===== src/rtl/xls_pipe_share_sched.sv =====
// Round-robin sharing of one fixed-latency XLS pipeline among NUM_REQ requesters.
// Optional XLS_PIPE_SCHED_STATS_EN adds issue / credit-stall counters.
module xls_pipe_share_sched #(
  parameter int NUM_REQ    = 4,
  parameter int DATA_W     = 32,
  parameter int RES_W      = 32,
  parameter int LATENCY    = 2,
  parameter int FIFO_DEPTH = 4,
  parameter int ID_W       = $clog2(NUM_REQ)
) (
  input  logic                      clk,
  input  logic                      rst_n,
  input  logic [NUM_REQ-1:0]        req_valid,
  output logic [NUM_REQ-1:0]        req_ready,
  input  logic [NUM_REQ*DATA_W-1:0] req_data,
  output logic                      pipe_in_valid,
  output logic [DATA_W-1:0]         pipe_in_data,
  input  logic                      pipe_out_valid,
  input  logic [RES_W-1:0]          pipe_out_data,
  output logic                      rsp_valid,
  input  logic                      rsp_ready,
  output logic [ID_W-1:0]           rsp_id,
  output logic [RES_W-1:0]          rsp_data,
  output logic                      sched_err
`ifdef XLS_PIPE_SCHED_STATS_EN
  ,
  output logic [31:0]               stat_issued,
  output logic [31:0]               stat_credit_stall
`endif
);

  localparam int PW = (FIFO_DEPTH > 1) ? $clog2(FIFO_DEPTH) : 1;
  localparam int CW = $clog2(FIFO_DEPTH + LATENCY + 1) + 1;
  localparam int WW = (LATENCY > 1) ? $clog2(LATENCY) : 1;

  typedef enum logic {WARMUP, RUN} state_t;

  state_t            state;
  logic [WW-1:0]     wcnt;
  logic [ID_W-1:0]   ptr;
  logic [ID_W-1:0]   gnt_id;
  logic              found;
  logic [LATENCY-1:0] tag_v;
  logic [ID_W-1:0]   tag_id [LATENCY];
  logic [CW-1:0]     count;
  logic [CW-1:0]     inflight;
  logic              has_credit;
  logic              issue;
  logic              push;
  logic              pop;
  logic              full;
  logic              do_push;
  logic              err_now;
  logic [ID_W-1:0]   mem_id   [FIFO_DEPTH];
  logic [RES_W-1:0]  mem_data [FIFO_DEPTH];
  logic [PW-1:0]     rd_ptr;
  logic [PW-1:0]     wr_ptr;

  function automatic logic [PW-1:0] nxt(input logic [PW-1:0] p);
    return (p == PW'(FIFO_DEPTH - 1)) ? '0 : p + 1'b1;
  endfunction

  // Search starts just past the last grantee so every requester gets a turn.
  always_comb begin
    int idx;
    idx    = 0;
    found  = 1'b0;
    gnt_id = '0;
    for (int k = 1; k <= NUM_REQ; k++) begin
      idx = int'(ptr) + k;
      if (idx >= NUM_REQ) idx = idx - NUM_REQ;
      if (!found && req_valid[idx]) begin
        found  = 1'b1;
        gnt_id = ID_W'(idx);
      end
    end
  end

  always_comb begin
    inflight = '0;
    for (int k = 0; k < LATENCY; k++)
      inflight = inflight + CW'(tag_v[k]);
  end

  assign has_credit = (count + inflight) < CW'(FIFO_DEPTH);
  assign issue = (state == RUN) && has_credit && (|req_valid);
  assign req_ready = issue ? (NUM_REQ'(1) << gnt_id) : '0;
  assign pipe_in_valid = issue;
  assign pipe_in_data = req_data[int'(gnt_id)*DATA_W +: DATA_W];

  assign rsp_valid = (count != '0);
  assign rsp_id    = mem_id[rd_ptr];
  assign rsp_data  = mem_data[rd_ptr];
  assign pop       = rsp_valid && rsp_ready;
  assign full      = (count == CW'(FIFO_DEPTH));
  assign push      = tag_v[LATENCY-1];
  assign do_push   = push && (!full || pop);
  assign err_now   = ((state == RUN) && (pipe_out_valid != tag_v[LATENCY-1]))
                   || (push && full && !pop);

  always_ff @(posedge clk or negedge rst_n) begin
    if (!rst_n) begin
      state  <= WARMUP;
      wcnt   <= '0;
      ptr    <= ID_W'(NUM_REQ - 1);
      tag_v  <= '0;
      count  <= '0;
      rd_ptr <= '0;
      wr_ptr <= '0;
      sched_err <= 1'b0;
      for (int k = 0; k < LATENCY; k++) tag_id[k] <= '0;
      for (int k = 0; k < FIFO_DEPTH; k++) begin
        mem_id[k]   <= '0;
        mem_data[k] <= '0;
      end
    end else begin
      // The pipeline's valid chain is unreset; wait it out before trusting it.
      if (state == WARMUP) begin
        if (wcnt == WW'(LATENCY - 1)) state <= RUN;
        else wcnt <= wcnt + 1'b1;
      end
      if (issue) ptr <= gnt_id;
      tag_v[0]  <= issue;
      tag_id[0] <= gnt_id;
      for (int k = 1; k < LATENCY; k++) begin
        tag_v[k]  <= tag_v[k-1];
        tag_id[k] <= tag_id[k-1];
      end
      if (do_push) begin
        mem_id[wr_ptr]   <= tag_id[LATENCY-1];
        mem_data[wr_ptr] <= pipe_out_data;
        wr_ptr <= nxt(wr_ptr);
      end
      if (pop) rd_ptr <= nxt(rd_ptr);
      count <= count + CW'(do_push) - CW'(pop);
      if (err_now) sched_err <= 1'b1;
    end
  end

`ifdef XLS_PIPE_SCHED_STATS_EN
  always_ff @(posedge clk or negedge rst_n) begin
    if (!rst_n) begin
      stat_issued       <= '0;
      stat_credit_stall <= '0;
    end else begin
      if (issue && stat_issued != '1)
        stat_issued <= stat_issued + 1'b1;
      if ((state == RUN) && (|req_valid) && !has_credit
          && stat_credit_stall != '1)
        stat_credit_stall <= stat_credit_stall + 1'b1;
    end
  end
`endif

endmodule


===== config.mk =====
export PLATFORM = sky130hd
export DESIGN_NAME = xls_pipe_share_sched
export DESIGN_NICKNAME = d
export VERILOG_FILES = /design/src/rtl/xls_pipe_share_sched.sv
export SDC_FILE = /design/constraint.sdc
export NUM_CORES = 1
export LEC_CHECK = 0
export CORE_UTILIZATION = 39
export CTS_CLUSTER_DIAMETER = 150
export DETAILED_ROUTE_END_ITERATION = 12
export GPL_TIMING_DRIVEN = 0
export PLACE_DENSITY = 0.7
export SLEW_MARGIN = 20
export SYNTH_ARGS = -nofsm -noshare
export SYNTH_HDL_FRONTEND = slang
export SYNTH_SLANG_ARGS = --single-unit

===== constraint.sdc =====
create_clock -name clk -period 2.55 [get_ports clk]
set_clock_uncertainty 0.05 [all_clocks]
set_input_delay 0.51 -clock clk [delete_from_list [all_inputs] [get_ports clk]]
set_output_delay 0.51 -clock clk [all_outputs]
set_load 0.01 [all_outputs]

==> impl_metrics.json <==
{
  "fmax_mhz": 345,
  "gp_congestion": 0.887,
  "first_iter_violations": 164,
  "endpoint_kind": "primary output",
  "cap_violations": 0,
  "avgSynthCellArea_um2": 15.3,
  "drive_gt1_share_pct": 39.5,
  "die_y_um": 146,
  "dp_cells": 1041,
  "core_mm2": 0.0203,
  "comb_power_share_pct": 53.1,
  "finalCriticalPeriod_ns": 2.90,
  "crit_path_cell_trace": "ha_1 > a21o_1 > a31oi_1 > nand4bb_1 > buf_4 > or2_4 > nor2b_2 > buf_2",
  "drc": 0,
  "detailed_place_hpwl_um": 15200,
  "tightest_slew_ns": 0.525,
  "areaGrowthSynthToFinish_pct": 47.7,
  "synthCells": 530,
  "vias": 5612,
  "overflow": 0,
  "reg2reg_slack_ns": 0.20,
  "start_util_pct": 40.0,
  "viasPerCell": 5.07,
  "io_pins": 241,
  "crit_cells": 8,
  "clk_latency_ns": 0.42,
  "io_buffers": 240,
  "synth-xor-area-share_pct": 0.216,
  "clkSinkCount": 155,
  "max_stage_delay_ns": 0.39,
  "ys.warnings.count": 0,
  "ys_seq_area_share_pct": 47.8,
  "cts_made_buffers": 17,
  "final_area_mm2": 0.0120,
  "cp_max_fo": 4,
  "timing.rr.end": "count[2]",
  "synthMuxAreaShare_pct": 41.3,
  "synth_compound_area_share_pct": 1.59,
  "p_int_mw": 9.67,
  "min_path_type": "reg2reg",
  "startpoint": "count[0]",
  "grt_usage_pct": 20.1,
  "num_antenna_cells": 0,
  "final_nets": 1005,
  "reg2reg_depth": 11,
  "critPathBufInv": 2,
  "status": "finished, violations left",
  "power_frac_clock_pct": 16.5,
  "grt_pass1_wl_um": 33100,
  "antenna_found_initial": 0,
  "root_buffer": "clkbuf_16",
  "dr.pass1.iters": 4,
  "slew_headroom_pct": 65.0,
  "synth_top_family_by_area": "multiplexers",
  "synth.net_count": 711,
  "fin_cells": 1107,
  "p_seq_share_pct": 30.4,
  "slew_viol_final": 0,
  "arrival_ns": 2.34,
  "switchingPower_mw": 4.69,
  "synth-simple-area-share_pct": 2.42,
  "first_global_vias": 6377,
  "setup_viol": 37,
  "row_count": 52,
  "grt_setup_unrepaired": "true",
  "irDropWorstVdd_v": 0.000567,
  "powerDensity_mw_per_mm2": 1200,
  "die_area_mm2": 0.0214,
  "finalCritPeriodShare_pct": 114,
  "worstSetupEndpoint": "req_ready[3]",
  "slowest_stage": "dfrtp_1",
  "htreeDepth": 4,
  "drt_wl_total_um": 21000,
  "crit_type": "reg2out",
  "ant_nets": 0,
  "setup.worst_path.start_class": "flip-flop",
  "synth_fa_ha_area_share_pct": 2.10,
  "grt_max_degree": 86,
  "p_leak_nw": 5.37,
  "synthDistinctLibCells": 38,
  "die_w_um": 146,
  "hold_viol_final": 0,
  "cts_tree": "yes",
  "synth.ff_latch_count": 155,
  "switching_share_pct": 32.7,
  "reg2reg_from": "count[2]",
  "crit_family": "simple AND/OR/NAND/NOR gates",
  "placed_area_mm2": 0.0109,
  "clk_pin_slew_worst_paths_ns": 0.06,
  "avgRoutedWirePerCell_um": 19.0,
  "synth_area_mm2": 0.00811,
  "clock_path_buffers": 2,
  "place_ws_ns": -0.868,
  "violations": "negative setup slack",
  "crit_required_ns": 1.99,
  "worst_slack_ns": -0.351
}
## power groups by stage
stage               Clock (mW)  Sequential (mW)  Combinational, mW
finish                    2.37             4.37               7.63
global route              2.53             4.51               8.16
CTS                       2.43             4.36               7.22
detailed placement           0             4.38               7.24
global placement             0             4.23               7.04
floorplan                    0             4.13               4.53
## cells in the mapped netlist, drive strengths merged
cell,count,area (µm²)
dfrtp,153,3830
mux2,138,1610
mux2i,97,971
mux4,34,766
buf,29,325
ha,12,150
nand2,10,67.6
inv,9,33.8
a21oi,7,38.8
nor2,5,18.8
nand2b,4,25.0
or2,4,25.0
a21o,3,22.5
clkbuf,3,11.3
a31oi,2,12.5
dfstp,2,52.6
nand3,2,10.0
nor3,2,10.0
o21ai,2,10.0
xor2,2,17.5
a31o,1,8.76
and2,1,6.26
and2b,1,10.0
and3,1,6.26
fa,1,20.0
nand4bb,1,11.3
nor2b,1,6.26
o221ai,1,15.0
o22ai,1,12.5
o41ai,1,8.76
## sequential cells by signal, summed over array words and instances (netlist names), 2 cells and up
name      cells
mem_data    128
mem_id        8
count         4
tag_id        4
ptr           2
rd_ptr        2
tag_v         2
wr_ptr        2
## cells in the final DEF (no fill, tap or decap), types with 3 or more instances in the layout
| cell | count |
|---|---|
| a21o_1 | 3 |
| a21oi_1 | 6 |
| buf_12 | 17 |
| buf_16 | 4 |
| buf_2 | 36 |
| buf_4 | 14 |
| buf_6 | 24 |
| clkbuf_16 | 22 |
| clkdlybuf4s15_1 | 21 |
| clkdlybuf4s50_1 | 164 |
| clkinv_2 | 4 |
| clkinvlp_4 | 3 |
| dfrtp_1 | 152 |
| dlygate4sd2_1 | 15 |
| ha_1 | 12 |
| inv_1 | 7 |
| inv_6 | 3 |
| mux2_1 | 15 |
| mux2_2 | 108 |
| mux2_4 | 15 |
| mux2i_1 | 82 |
| mux2i_2 | 10 |
| mux2i_4 | 5 |
| mux4_2 | 34 |
| nand2_1 | 6 |
| nand2_4 | 4 |
| nand2b_1 | 3 |
| nor2_1 | 4 |
| or2_2 | 3 |
## worst register-to-register path, delay by kind of cell (launching register included)
family                     cells  cell delay (ns)
adders and majority gates      3             0.80
and+or+nand+nor                5             0.54
DFF                            1             0.41
xor gates and xnor gates       1             0.17
buffers and inverters          2             0.28
## worst min path at each step
stage / from / endpoint / slack [ns] / cells past startpoint
final: tag_id[3] / tag_id[1] / 0.31 / 0
after global routing: tag_id[2] / tag_id[0] / 0.32 / 0
after CTS: tag_id[3] / tag_id[1] / 0.31 / 0
after detailed placement: tag_id[2] / tag_id[0] / 0.29 / 0
after global placement: tag_id[3] / tag_id[1] / 0.28 / 0
after floorplan: rst_n / count[0] / 0.16 / 0
## metal layers
layer / track usage (%) / wire length, µm
met1: 22.7 / 8230
met2: 36.6 / 11400
met3: 5.19 / 944
met4: 6.77 / 420
met5: 0 / 0
## through the flow
stage	TNS (ns)	total power [mW]	utilization, %	hold slack, ns
final	-8.97	14.4	59.0	0.307
after detailed placement	-35.04	11.6	53.6	0.291
after global placement	-772.52	11.3	53.5	0.283
after floorplan	0	8.65	-	0.164
after CTS	-9.26	14.0	57.3	0.311
after global routing	-13.68	15.2	59.0	0.317
## cell families after synthesis
family,after synthesis
fa+ha+maj,13
xor+xnor,2
flops,155
compound gates,18
mux,269
simple gates,32
buf+inv,41
## area by class of cell
cell class | count | area (µm²)
Tap cell | 270 | 338
Sequential cell | 155 | 3880
Timing Repair Buffer | 277 | 2750
Clock buffer | 19 | 443
Inverter | 9 | 38.8
Clock inverter | 13 | 116
Fill cell | 1601 | 8320
Buffer | 30 | 423
Multi-Input combinational cell | 334 | 3990
## timing repair
item	in CTS	in global routing
gates resized for setup	247	42
setup buffers	19	9
pin swaps	6	2
hold buffers	1	0
gates cloned	3	5
endpoints found under the setup margin	71	67
endpoints found under the hold margin	6	0
(Power assumes the default switching activity.)
